--- src/rtl/rtc_bus_reader.sv ---
// rtc_bus_reader: periodic read sweep of the RTC multiplexed address/data bus.
// Captures nine BCD registers into shadows and publishes them atomically.
//
// Ports:
//   CLK, RST          clock, asynchronous active-high reset
//   rd_req            one-cycle request for an immediate sweep
//   hold              another bus master owns the bus; sweeps pause at a gap
//   ad_in             data driven by the RTC
//   ad_out, ad_oe     address/data toward the RTC and its output enable
//   CS_n, AD_n,
//   RD_n, WR_n        active-low RTC strobes
//   ANO .. SEGT       published BCD bytes (high nibble = tens)
//   busy              sweep in progress, including a hold pause
//   upd               one-cycle pulse when new values are published
module rtc_bus_reader #(
    parameter int         T_PHASE        = 5,
    parameter int         REFRESH_CYCLES = 1000000,
    parameter logic [7:0] CMD_XFER       = 8'hF0
) (
    input  logic       CLK,
    input  logic       RST,
    input  logic       rd_req,
    input  logic       hold,
    input  logic [7:0] ad_in,
    output logic [7:0] ad_out,
    output logic       ad_oe,
    output logic       CS_n,
    output logic       AD_n,
    output logic       RD_n,
    output logic       WR_n,
    output logic [7:0] ANO,
    output logic [7:0] MES,
    output logic [7:0] DIA,
    output logic [7:0] HORA,
    output logic [7:0] MIN,
    output logic [7:0] SEG,
    output logic [7:0] HORAT,
    output logic [7:0] MINT,
    output logic [7:0] SEGT,
    output logic       busy,
    output logic       upd
);

    localparam int PW = (T_PHASE > 1) ? $clog2(T_PHASE) : 1;
    localparam int RW = $clog2(REFRESH_CYCLES);
    localparam logic [PW-1:0] PH_LAST = PW'(T_PHASE - 1);
    localparam logic [RW-1:0] RF_LOAD = RW'(REFRESH_CYCLES - 1);

    typedef enum logic [2:0] {
        IDLE,
        A_LO,
        A_HI,
        D_LO,
        D_HI,
        GAP,
        PAUSE,
        COMMIT
    } state_t;

    state_t        state;
    logic [PW-1:0] ph_cnt;
    logic [3:0]    idx;
    logic [3:0]    nidx;
    logic [RW-1:0] rfsh;
    logic          req_lat;
    logic [7:0]    shadow [1:9];
    logic          ph_end;
    logic          is_wr;

    // Index 0 is the transfer command; 1..9 are the register reads.
    function automatic logic [7:0] addr_of(input logic [3:0] i);
        case (i)
            4'd0:    return CMD_XFER;
            4'd1:    return 8'h21;
            4'd2:    return 8'h22;
            4'd3:    return 8'h23;
            4'd4:    return 8'h24;
            4'd5:    return 8'h25;
            4'd6:    return 8'h26;
            4'd7:    return 8'h41;
            4'd8:    return 8'h42;
            4'd9:    return 8'h43;
            default: return 8'h00;
        endcase
    endfunction

    assign ph_end = (ph_cnt == PH_LAST);
    assign is_wr  = (idx == 4'd0);
    assign nidx   = idx + 4'd1;

    always_ff @(posedge CLK or posedge RST) begin
        if (RST) begin
            state   <= IDLE;
            ph_cnt  <= '0;
            idx     <= '0;
            rfsh    <= '0;
            req_lat <= 1'b0;
            CS_n    <= 1'b1;
            AD_n    <= 1'b1;
            RD_n    <= 1'b1;
            WR_n    <= 1'b1;
            ad_oe   <= 1'b0;
            ad_out  <= '0;
            busy    <= 1'b0;
            upd     <= 1'b0;
            ANO     <= '0;
            MES     <= '0;
            DIA     <= '0;
            HORA    <= '0;
            MIN     <= '0;
            SEG     <= '0;
            HORAT   <= '0;
            MINT    <= '0;
            SEGT    <= '0;
            for (int i = 1; i <= 9; i++) begin
                shadow[i] <= '0;
            end
        end else begin
            upd <= 1'b0;
            if (rfsh != '0) begin
                rfsh <= rfsh - 1'b1;
            end
            if (rd_req) begin
                req_lat <= 1'b1;
            end

            // ph_cnt is back at zero whenever a phase ends, so the
            // entry points into A_LO never need to clear it.
            case (state)
                IDLE: begin
                    busy <= 1'b0;
                    if ((rfsh == '0 || req_lat) && !hold) begin
                        rfsh    <= RF_LOAD;
                        req_lat <= 1'b0;
                        busy    <= 1'b1;
                        idx     <= '0;
                        state   <= A_LO;
                        CS_n    <= 1'b0;
                        AD_n    <= 1'b0;
                        WR_n    <= 1'b0;
                        ad_oe   <= 1'b1;
                        ad_out  <= CMD_XFER;
                    end
                end
                A_LO: begin
                    if (ph_end) begin
                        ph_cnt <= '0;
                        state  <= A_HI;
                        WR_n   <= 1'b1;
                    end else begin
                        ph_cnt <= ph_cnt + 1'b1;
                    end
                end
                A_HI: begin
                    if (ph_end) begin
                        ph_cnt <= '0;
                        state  <= D_LO;
                        AD_n   <= 1'b1;
                        if (is_wr) begin
                            WR_n   <= 1'b0;
                            ad_out <= 8'h00;
                        end else begin
                            RD_n   <= 1'b0;
                            ad_oe  <= 1'b0;
                            ad_out <= 8'h00;
                        end
                    end else begin
                        ph_cnt <= ph_cnt + 1'b1;
                    end
                end
                D_LO: begin
                    if (ph_end) begin
                        ph_cnt <= '0;
                        state  <= D_HI;
                        RD_n   <= 1'b1;
                        WR_n   <= 1'b1;
                        if (!is_wr) begin
                            shadow[idx] <= ad_in;
                        end
                    end else begin
                        ph_cnt <= ph_cnt + 1'b1;
                    end
                end
                D_HI: begin
                    if (ph_end) begin
                        ph_cnt <= '0;
                        state  <= GAP;
                        CS_n   <= 1'b1;
                        ad_oe  <= 1'b0;
                        ad_out <= 8'h00;
                    end else begin
                        ph_cnt <= ph_cnt + 1'b1;
                    end
                end
                GAP: begin
                    idx <= nidx;
                    if (idx == 4'd9) begin
                        state <= COMMIT;
                        upd   <= 1'b1;
                        SEG   <= shadow[1];
                        MIN   <= shadow[2];
                        HORA  <= shadow[3];
                        DIA   <= shadow[4];
                        MES   <= shadow[5];
                        ANO   <= shadow[6];
                        SEGT  <= shadow[7];
                        MINT  <= shadow[8];
                        HORAT <= shadow[9];
                    end else if (hold) begin
                        state <= PAUSE;
                    end else begin
                        state  <= A_LO;
                        CS_n   <= 1'b0;
                        AD_n   <= 1'b0;
                        WR_n   <= 1'b0;
                        ad_oe  <= 1'b1;
                        ad_out <= addr_of(nidx);
                    end
                end
                PAUSE: begin
                    if (!hold) begin
                        state  <= A_LO;
                        CS_n   <= 1'b0;
                        AD_n   <= 1'b0;
                        WR_n   <= 1'b0;
                        ad_oe  <= 1'b1;
                        ad_out <= addr_of(idx);
                    end
                end
                COMMIT: begin
                    state <= IDLE;
                    busy  <= 1'b0;
                end
                default: begin
                    state <= IDLE;
                end
            endcase
        end
    end

endmodule

--- config.mk ---
export PLATFORM = sky130hd
export DESIGN_NAME = rtc_bus_reader
export DESIGN_NICKNAME = d
export VERILOG_FILES = /design/src/rtl/rtc_bus_reader.sv
export SDC_FILE = /design/constraint.sdc
export NUM_CORES = 1
export LEC_CHECK = 0
export ABC_AREA = 1
export CAP_MARGIN = 25
export CORE_UTILIZATION = 60
export CTS_CLUSTER_DIAMETER = 200
export DETAILED_ROUTE_END_ITERATION = 10
export HOLD_SLACK_MARGIN = 0.05
export PLACE_DENSITY = 0.85
export SYNTH_ARGS = -nofsm -noshare
export SYNTH_HDL_FRONTEND = slang
export SYNTH_SLANG_ARGS = --single-unit
--- constraint.sdc ---
create_clock -name CLK -period 12.6 [get_ports CLK]
set_input_delay 1.26 -clock CLK [delete_from_list [all_inputs] [get_ports CLK]]
set_output_delay 1.26 -clock CLK [all_outputs]
set_load 0.01 [all_outputs]
==> flow_summary.yaml, run 1 <==
cts:
  numCtsBuffers: 17
  holdBufCountCts: 0
  cts-root-buf: "clkbuf_16"
  clk_latency_ps: 440
  postCtsSetupBuffers: 0
  clk_pin_slew_ps: 70
  cts.sinks: 188
  h-tree-depth: 4
  cts_resized: 0
  tritoncts: "built"
  cts_max_path_buffers: 2
sta:
  timing.final.hold_violations: 0
  max_freq_ghz: 0.3480
  finalSetupViolations: 0
  post-route-period-util: 0.2280
  maxSlewHeadroom: 0.4006
  slew_violations: 0
  fin_crit_ps: 2873
  skew_ps: 12.03
  worst_pin_slew_ps: 896.6
  timing.hold.ws_ps: 468.3
  setup_tns_ps: 0
  rsz0062_at_grt: "false"
logic_synthesis:
  ys.flop_type: "dfrtp_1"
  ys_seq_area_frac: 0.5711
  yosys_warnings: 0
  syn_avg_cell_area_sq_um: 8.886
  synth.cells.most_frequent: "376 x nand2_1, 184 x dfrtp_1, 55 x inv_1, 49 x o21ai_1"
  ys_seq_elements: 188
  synth.most_common_cell: "nand2_1"
  synth_top_area_frac: 0.5583
  synthTopCellsByArea: "dfrtp_1 56%, nand2_1 17%, o21ai_1 3.0%"
  synth_edf_count: 0
  synth.distinct_cells: 40
  syn_nets: 952
  syn_inst: 928
  yosys.area.top_type: "dfrtp_1"
  async_flop_share: 1.000
  synth_area_sq_um: 8247
critical_path:
  worstSetupPathType: "flop to flop"
  crit_buf_inv: 1
  slowest_stage: "nand3_1"
  r2r_setup_slack_ps: 9730
  crit_path_end_kind: "flop"
  crit_required_ps: 12910
  reg2reg_depth: 9
  crit_end: "idx[0]$_DFFE_PP0P_"
  crit_cells: 9
  cp_common_cell: "nand2_1"
  startpoint: "rfsh[0]$_DFF_PP0_"
  crit_path_start_kind: "flop"
  timing.rr.end: "idx[0]$_DFFE_PP0P_"
  r2r_start: "rfsh[0]$_DFF_PP0_"
  path_cells: "inv_1 > ha_1 > nand2_1 > nor2_1 > nand3_1 > nand2_1 > nand3_1 > nand2_1 > o21ai_0"
  cp.arrival_ps: 3180
  cp_max_fo: 22
  critPathMaxStageDelay_ps: 660
  timing.critical_path.max_delay_family: "simple AND/OR/NAND/NOR gates"
placement:
  dp.cells: 1169
  io_buffer_count: 97
  gp_congestion: 0.9151
  dpl_cell_area_sq_um: 9248
  dp.final_hpwl_um: 11910
layout:
  final_area_sq_um: 9857
  fillers: 969
  post_route_cells_drive_above_1_share: 0.07018
  diodes: 0
  nets: 1037
  instances_no_fill: 1202
  syn2layout_area_growth_pct: 19.53
floorplanning:
  dieArea_sq_um: 14220
  rows: 42
  io-pin-count: 99
  start_util: 0.6178
  coreArea_sq_um: 13350
  die_h_um: 119.2
  die_w_um: 119.2
power:
  ir_drop_mv: 0.1131
  p_leak_nw: 5.094
  powerDensity_nw_per_um2: 164.3
  power_mw: 1.620
grt:
  grt_pass1_wl_um: 31940
  grt_use_total: 0.2894
  overflow: 0
  grt_max_degree: 123
  grt_pass1_vias: 6301
  antenna_found_initial: 0
outcome:
  outcome: "finished clean"
route:
  dr.pass1.iters: 5
  ant_nets: 0
  drtIter0Drc: 533
  drc: 0
  avgViaCountPerCell: 5.517
  wl_um: 19210
  vias: 6631
  wl_per_cell_um: 15.99
run:
  maxCapViolCount: 0
hold_path:
  hold_class: "flop to flop"
worst min-delay path: cells and delay by family, from the launching register on:
family	cells	cell delay (ps)
flip-flops	1	340
AND/OR/NAND/NOR	2	90
cell type report:
cell class	count	area, sq um	share of cell area
clock buffers	22	454.2	0.04608
clock inverters	10	127.6	0.01295
inverters	62	241.5	0.02450
multi-input cells	643	3083	0.3128
flip-flops and latches	188	4710	0.4778
well taps	176	220.2	0.02234
repair buffers	101	1021	0.1036
state kept, by name (all words and copies together) (netlist names), 4 cells and up:
signal and count:
ANO 8, DIA 8, HORA 8, HORAT 8, MES 8, MIN 8
MINT 8, SEG 8, SEGT 8, ad_out 6, idx 4, rfsh 20
shadow 72
cells in the final DEF (no fill, tap or decap), types with 3 or more instances in the layout:
| cell type | count |
|---|---|
| nand2_1 | 376 |
| dfrtp_1 | 184 |
| clkdlybuf4s50_1 | 97 |
| inv_1 | 54 |
| o21ai_1 | 49 |
| nor2_1 | 41 |
| o21ai_0 | 41 |
| nand3_1 | 38 |
| nand4_1 | 21 |
| clkbuf_16 | 17 |
| ha_1 | 12 |
| a21oi_1 | 9 |
| o21ai_2 | 8 |
| inv_2 | 5 |
| o211ai_1 | 5 |
| xnor2_1 | 5 |
| inv_6 | 5 |
| dfstp_2 | 4 |
| nand4_4 | 4 |
| nor3_1 | 4 |
| xor2_1 | 4 |
| clkbuf_1 | 4 |
| nor2_4 | 3 |
| nand3_4 | 3 |
| o22ai_1 | 3 |
| buf_4 | 3 |
worst min-delay path by stage:
stage,cells past startpoint,from,to
floorplan,2,shadow[24]$_DFFE_PP0P_,ANO[0]$_DFFE_PP0P_
finish,2,SEG[3]$_DFFE_PP0P_,SEG[3]$_DFFE_PP0P_
global placement,2,MES[6]$_DFFE_PP0P_,MES[6]$_DFFE_PP0P_
CTS,2,HORA[4]$_DFFE_PP0P_,HORA[4]$_DFFE_PP0P_
detailed placement,2,HORA[4]$_DFFE_PP0P_,HORA[4]$_DFFE_PP0P_
global route,2,MIN[7]$_DFFE_PP0P_,MIN[7]$_DFFE_PP0P_
report_power, final:
group	total, mW	switching, mW	leakage, nW	internal (mW)
registers	0.705	0.0463	2.16	0.659
logic	0.377	0.245	2.65	0.132
clock network	0.537	0.236	0.282	0.302
metrics by stage:
stage | setup WS (ps) | utilization
global route | 9559 | 0.7385
detailed placement | 9141 | 0.6928
finish | 9727 | 0.7385
CTS | 9632 | 0.7364
floorplan | 6233 | -
global placement | 9166 | 0.6928
cell families after synthesis:
kind of cell	Yosys count	synth area share
AND/OR/NAND/NOR	501	0.2652
buffers and inverters	97	0.05568
adder cells (fa/ha/maj)	12	0.01821
AO/OA/AOI/OAI	120	0.07981
XOR/XNOR	9	0.009558
flip-flops	188	0.5711
other	1	0.0004547
routing by layer:
layer | wire length (um) | part of all wire | GRT usage | vias up
met5 | 0 | 0 | 0 | -
met4 | 484 | 0.025 | 0.1210 | 0
met3 | 1280 | 0.067 | 0.05172 | 43
met2 | 9304 | 0.48 | 0.4502 | 246
met1 | 8145 | 0.42 | 0.4032 | 3203
li1 | - | - | - | 3139
Power figures use the tool's default switching activity.
==> run 2: changes to the inputs <==
- CORE_UTILIZATION: 60 -> 56
- PLACE_DENSITY: 0.85 -> 0.8
- clock period: 12.6 -> 2.65 ns (I/O delays scaled with it)
==> run 2 against run 1 <==
Compared with the run above: flip-flop and latch count did not move; cell count rose by 0.92%; first-iteration DRC count rose by 4.9%; combinational power rose to 4.7 times the previous value; largest power group unchanged; clock power rose to 4.7 times the previous value; core utilization fell by 3.3 points; setup slack got worse by 9200 ps; die area rose by 7.0%; critical path type unchanged.
==> flow_summary.yaml, run 2 (synthesis results as in run 1) <==
floorplanning:
  start_util: 0.5850
  coreArea_sq_um: 14100
  dieArea_sq_um: 15220
  die_w_um: 123.4
  io-pin-count: 99
  rows: 43
  die_h_um: 123.4
critical_path:
  cp.arrival_ps: 2480
  crit_path_end_kind: "flop"
  cp_max_fo: 7
  path_cells: "ha_1 > inv_1 > ha_1 > inv_1 > or2_2 > o21ai_0 > nand2_1 > nand3_1 > nand2_1 > nand4_1 > nand2_1"
  slowest_stage: "dfrtp_1"
  crit_required_ps: 2970
  r2r_start: "idx[1]$_DFFE_PP0P_"
  timing.rr.end: "ad_out[1]$_DFFE_PP0P_"
  reg2reg_depth: 11
  critPathMaxStageDelay_ps: 470
  crit_path_start_kind: "flop"
  cp_common_cell: "nand2_1"
  worstSetupPathType: "flop to flop"
  r2r_setup_slack_ps: 480
sta:
  setup_tns_ps: 0
  post-route-period-util: 0.8179
  rsz0062_at_grt: "false"
  timing.hold.ws_ps: 300.1
  fin_crit_ps: 2168
  finalSetupViolations: 0
  timing.final.hold_violations: 0
  max_freq_ghz: 0.4614
  maxSlewHeadroom: 0.5240
  slew_violations: 0
  setup_ws_ps: 482.5
  skew_ps: 10.34
  worst_pin_slew_ps: 714.0
power:
  comb_power_share: 0.233
  p_int_mw: 5.144
  p_clk_frac: 0.331
  p_leak_nw: 5.130
  p_switching_mw: 2.533
  powerDensity_nw_per_um2: 771.8
  ir_drop_mv: 0.5020
  power_mw: 7.677
  seqPwrFrac: 0.436
  netSwitchingFraction: 0.3299
run:
  maxCapViolCount: 0
placement:
  gp_congestion: 0.9200
  dpl_cell_area_sq_um: 9349
  io_buffer_count: 97
  dp.final_hpwl_um: 12310
  pre_cts_ws_ps: 500.3
  dp.cells: 1181
cts:
  cts-root-buf: "clkbuf_16"
  tritoncts: "built"
  h-tree-depth: 4
  numCtsBuffers: 17
  postCtsSetupBuffers: 0
  cts_resized: 0
  clk_pin_slew_ps: 70
  cts_max_path_buffers: 2
  cts.sinks: 188
  clk_latency_ps: 430
  holdBufCountCts: 0
layout:
  instances_no_fill: 1213
  final_cell_mix: "376 x nand2_1, 184 x dfrtp_1, 97 x clkdlybuf4s50_1, 54 x inv_1, 49 x o21ai_1"
  nets: 1044
  layout_top_registers: "shadow (72), rfsh (20)"
  syn2layout_area_growth_pct: 20.62
  diodes: 0
  top_register: "shadow"
  fin_util: 0.7057
  post_route_cells_drive_above_1_share: 0.07938
  final_area_sq_um: 9947
  fillers: 1087
  final_common_cell: "nand2_1"
  largest_reg_flops: 72
route:
  vias: 6501
  wl_per_cell_um: 15.37
  drtIter0Drc: 559
  wl_um: 18640
  avgViaCountPerCell: 5.359
  dr.pass1.iters: 5
  drc: 0
  ant_nets: 0
grt:
  grt_pass1_vias: 6099
  grt_max_degree: 130
  grt_use_total: 0.2649
  antenna_found_initial: 0
  overflow: 0
  grt_pass1_wl_um: 30680
outcome:
  outcome: "finished clean"
hold_path:
  hold_class: "input pin to asynchronous set/reset pin"
[run 2: cell count changes in the layout (fill, tap and decap cells not counted)]
cell,change
buf_4,+5
clkinv_8,+2
inv_6,-4
clkbuf_1,-3
buf_12,+3
buf_16,-1
inv_8,+2
clkinv_4,+3
clkinv_2,-1
bufinv_16,-1
clkinvlp_4,+2
[run 2: final cells by class]
| class | instances | area [sq um] | share of cell area |
|---|---|---|---|
| clock buffer | 19 | 442.9 | 0.04453 |
| sequential | 188 | 4710 | 0.4735 |
| tap | 180 | 225.2 | 0.02264 |
| multi-input combinational | 643 | 3083 | 0.3099 |
| timing repair buffer | 108 | 1091 | 0.1097 |
| clock inverter | 13 | 155.1 | 0.01560 |
| inverter | 62 | 240.2 | 0.02415 |
[run 2: worst max path at each step]
stage,start,to,slack (ps),cells after the start
2_1_floorplan,RST,ANO[0]$_DFFE_PP0P_,-30,1
6_report,idx[1]$_DFFE_PP0P_,ad_out[1]$_DFFE_PP0P_,480,11
3_3_place_gp,idx[1]$_DFFE_PP0P_,ad_out[1]$_DFFE_PP0P_,580,11
3_5_place_dp,idx[1]$_DFFE_PP0P_,ad_out[1]$_DFFE_PP0P_,500,11
4_1_cts,idx[1]$_DFFE_PP0P_,ad_out[1]$_DFFE_PP0P_,490,11
5_1_grt,idx[1]$_DFFE_PP0P_,ad_out[1]$_DFFE_PP0P_,320,10
[run 2: power groups by stage]
| stage | combinational (mW) | clock, mW | sequential (mW) |
|---|---|---|---|
| 4_1_cts | 1.80 | 2.58 | 3.34 |
| 5_1_grt | 2.02 | 2.69 | 3.37 |
| 3_3_place_gp | 1.76 | 0 | 3.38 |
| 2_1_floorplan | 1.27 | 0 | 3.36 |
| 3_5_place_dp | 1.79 | 0 | 3.39 |
| 6_report | 1.79 | 2.54 | 3.35 |
[run 2: routing by layer]
layer / routed length [um] / vias to the layer above / GRT usage / share of wire
li1: - / 3165 / - / -
met1: 8411 / 3112 / 0.3761 / 0.45
met5: 0 / - / 0 / 0
met3: 879 / 32 / 0.04705 / 0.047
met4: 401 / 0 / 0.1002 / 0.022
met2: 8950 / 192 / 0.4082 / 0.48
[run 2: worst max-delay path, delay by kind of cell (launching register included)]
family                     cells  cell delay, ps
AOI/OAI and AO/OA              1              70
adders and majority gates      2             750
buffers and inverters          2             150
DFF                            1             470
and+or+nand+nor                6             610
==> run 3: changes to the inputs <==
- clock period: 2.65 -> 2.1 ns (I/O delays scaled with it)
==> run 3 against run 2 <==
Compared with the run above: combinational power is 31% higher; non-clock buffer count is 11 higher; sequential power is 26% higher; clock-buffer cell count is 2 lower; cell count is 1.1% higher; fmax is 5.8% higher; via count is 2.5% higher; clock skew is 2.2 ps lower; critical path depth is 2 lower; critical endpoint is now shadow[33]$_DFFE_PP0P_; largest cell class unchanged; largest power group unchanged.
==> flow_summary.yaml, run 3 (synthesis results as in run 1) <==
cts:
  holdBufCountCts: 0
  numCtsBuffers: 17
  cts_max_path_buffers: 2
  cts-root-buf: "clkbuf_16"
  h-tree-depth: 4
  clk_pin_slew_ps: 70
  clk_latency_ps: 440
  tritoncts: "built"
  cts.sinks: 188
placement:
  io_buffer_count: 97
  dp.final_hpwl_um: 12020
  gp_congestion: 0.8725
  pre_cts_ws_ps: 119.3
grt:
  grt_pass1_wl_um: 30530
  antenna_found_initial: 0
  overflow: 0
  grt_max_degree: 74
  grt_pass1_vias: 6094
  grt_use_total: 0.2620
route:
  avgViaCountPerCell: 5.437
  ant_nets: 0
  drtIter0Drc: 668
  wl_per_cell_um: 15.61
  drc: 0
  dr.pass1.iters: 5
  wl_um: 19140
  vias: 6666
sta:
  post-route-period-util: 0.9751
  slew_violations: 0
  max_freq_ghz: 0.4883
  finalSetupViolations: 0
  timing.final.hold_violations: 0
  skew_ps: 8.115
  maxSlewHeadroom: 0.6549
  setup_tns_ps: 0
  fin_crit_ps: 2048
  worst_pin_slew_ps: 517.0
  setup_ws_ps: 52.20
outcome:
  outcome: "finished clean"
layout:
  nets: 1057
  diodes: 0
  multi_input_area_sq_um: 3131
  seq_area_sq_um: 4711
  final_cell_mix: "376 x nand2_1, 183 x dfrtp_1, 97 x clkdlybuf4s50_1, 54 x inv_1, 49 x o21ai_1"
  top_register: "shadow"
  post_route_cells_drive_above_1_share: 0.09273
  largest_reg_flops: 72
  fillers: 1045
  layout_top_registers: "shadow (72), rfsh (20)"
  fin_util: 0.7206
  syn2layout_area_growth_pct: 23.17
  final_common_cell: "nand2_1"
floorplanning:
  die_w_um: 123.4
  rows: 43
  coreArea_sq_um: 14100
  io-pin-count: 99
  die_h_um: 123.4
  dieArea_sq_um: 15220
  start_util: 0.5850
critical_path:
  crit_path_start_kind: "flop"
  worstSetupPathType: "flop to flop"
  cp_max_fo: 16
  timing.critical_path.max_delay_family: "simple AND/OR/NAND/NOR gates"
  cp.arrival_ps: 2350
  critPathMaxStageDelay_ps: 440
  crit_path_end_kind: "flop"
  crit_buf_inv: 3
  crit_required_ps: 2410
  slowest_stage: "dfrtp_1"
  path_cells: "inv_1 > ha_1 > nand2_1 > inv_2 > nor2_8 > buf_12 > nand4_4 > nand2_1 > o21ai_1"
  cp_common_cell: "nand2_1"
power:
  p_leak_nw: 5.210
  power_mw: 9.905
  powerDensity_nw_per_um2: 975.2
  ir_drop_mv: 0.6746
hold_path:
  hold_class: "input pin to asynchronous set/reset pin"
run:
  maxCapViolCount: 0
==> run 3: path summary, 6_finish.rpt <==
path / to / from / slack [ps] / depth (start not counted)
worst min-delay path: HORAT[4]$_DFFE_PP0P_ / RST / 90 / 2
min in group CLK: req_lat$_DFF_PP0_ / rd_req / 390 / 3
worst max register to register: shadow[33]$_DFFE_PP0P_ / idx[1]$_DFFE_PP0P_ / 50 / 9
max in group asynchronous: CS_n$_DFFE_PP1P_ / RST / 1400 / 3
worst max-delay path: shadow[33]$_DFFE_PP0P_ / idx[1]$_DFFE_PP0P_ / 50 / 9
worst min register to register: HORAT[2]$_DFFE_PP0P_ / HORAT[2]$_DFFE_PP0P_ / 470 / 2
==> run 3: final cells by class <==
| cell class | instances | area share |
|---|---|---|
| timing repair buffer | 119 | 0.1217 |
| multi-input combinational | 645 | 0.3082 |
| clock inverter | 15 | 0.01860 |
| tap | 180 | 0.02217 |
| clock buffer | 17 | 0.04188 |
| sequential | 188 | 0.4638 |
| inverter | 62 | 0.02365 |
==> run 3: repair_timing <==
action                     CTS  global route
buffers inserted             0             3
setup endpoints to repair    0            40
gates resized for setup      0             4
==> run 3: power by group <==
group	switching, mW	internal [mW]	total (mW)	leakage [nW]
clock network	1.45	1.89	3.34	0.288
registers	0.261	3.96	4.22	2.16
logic	1.48	0.869	2.35	2.76
==> run 3: routing by layer <==
layer / global-route usage / part of all wire / vias up
met5: 0 / 0 / -
met4: 0.08358 / 0.016 / 0
met3: 0.04290 / 0.059 / 32
met2: 0.4085 / 0.47 / 233
met1: 0.3766 / 0.45 / 3204
li1: - / - / 3197
==> run 3: stage by stage <==
step	hold slack, ps	cells	cell area (sq um)
floorplan	335.4	928	8250
global placement	455.9	1189	9447
detailed placement	458.1	1189	9447
CTS	89.32	1221	10060
global route	109.5	1226	10160
finish	93.14	1226	10160
==> run 3: worst register-to-register path: stages (launching register included) <==
cell	delay [ps]
dfrtp_1	440
inv_1	160
ha_1	250
nand2_1	160
inv_2	90
nor2_8	100
buf_12	160
nand4_4	270
nand2_1	200
o21ai_1	80
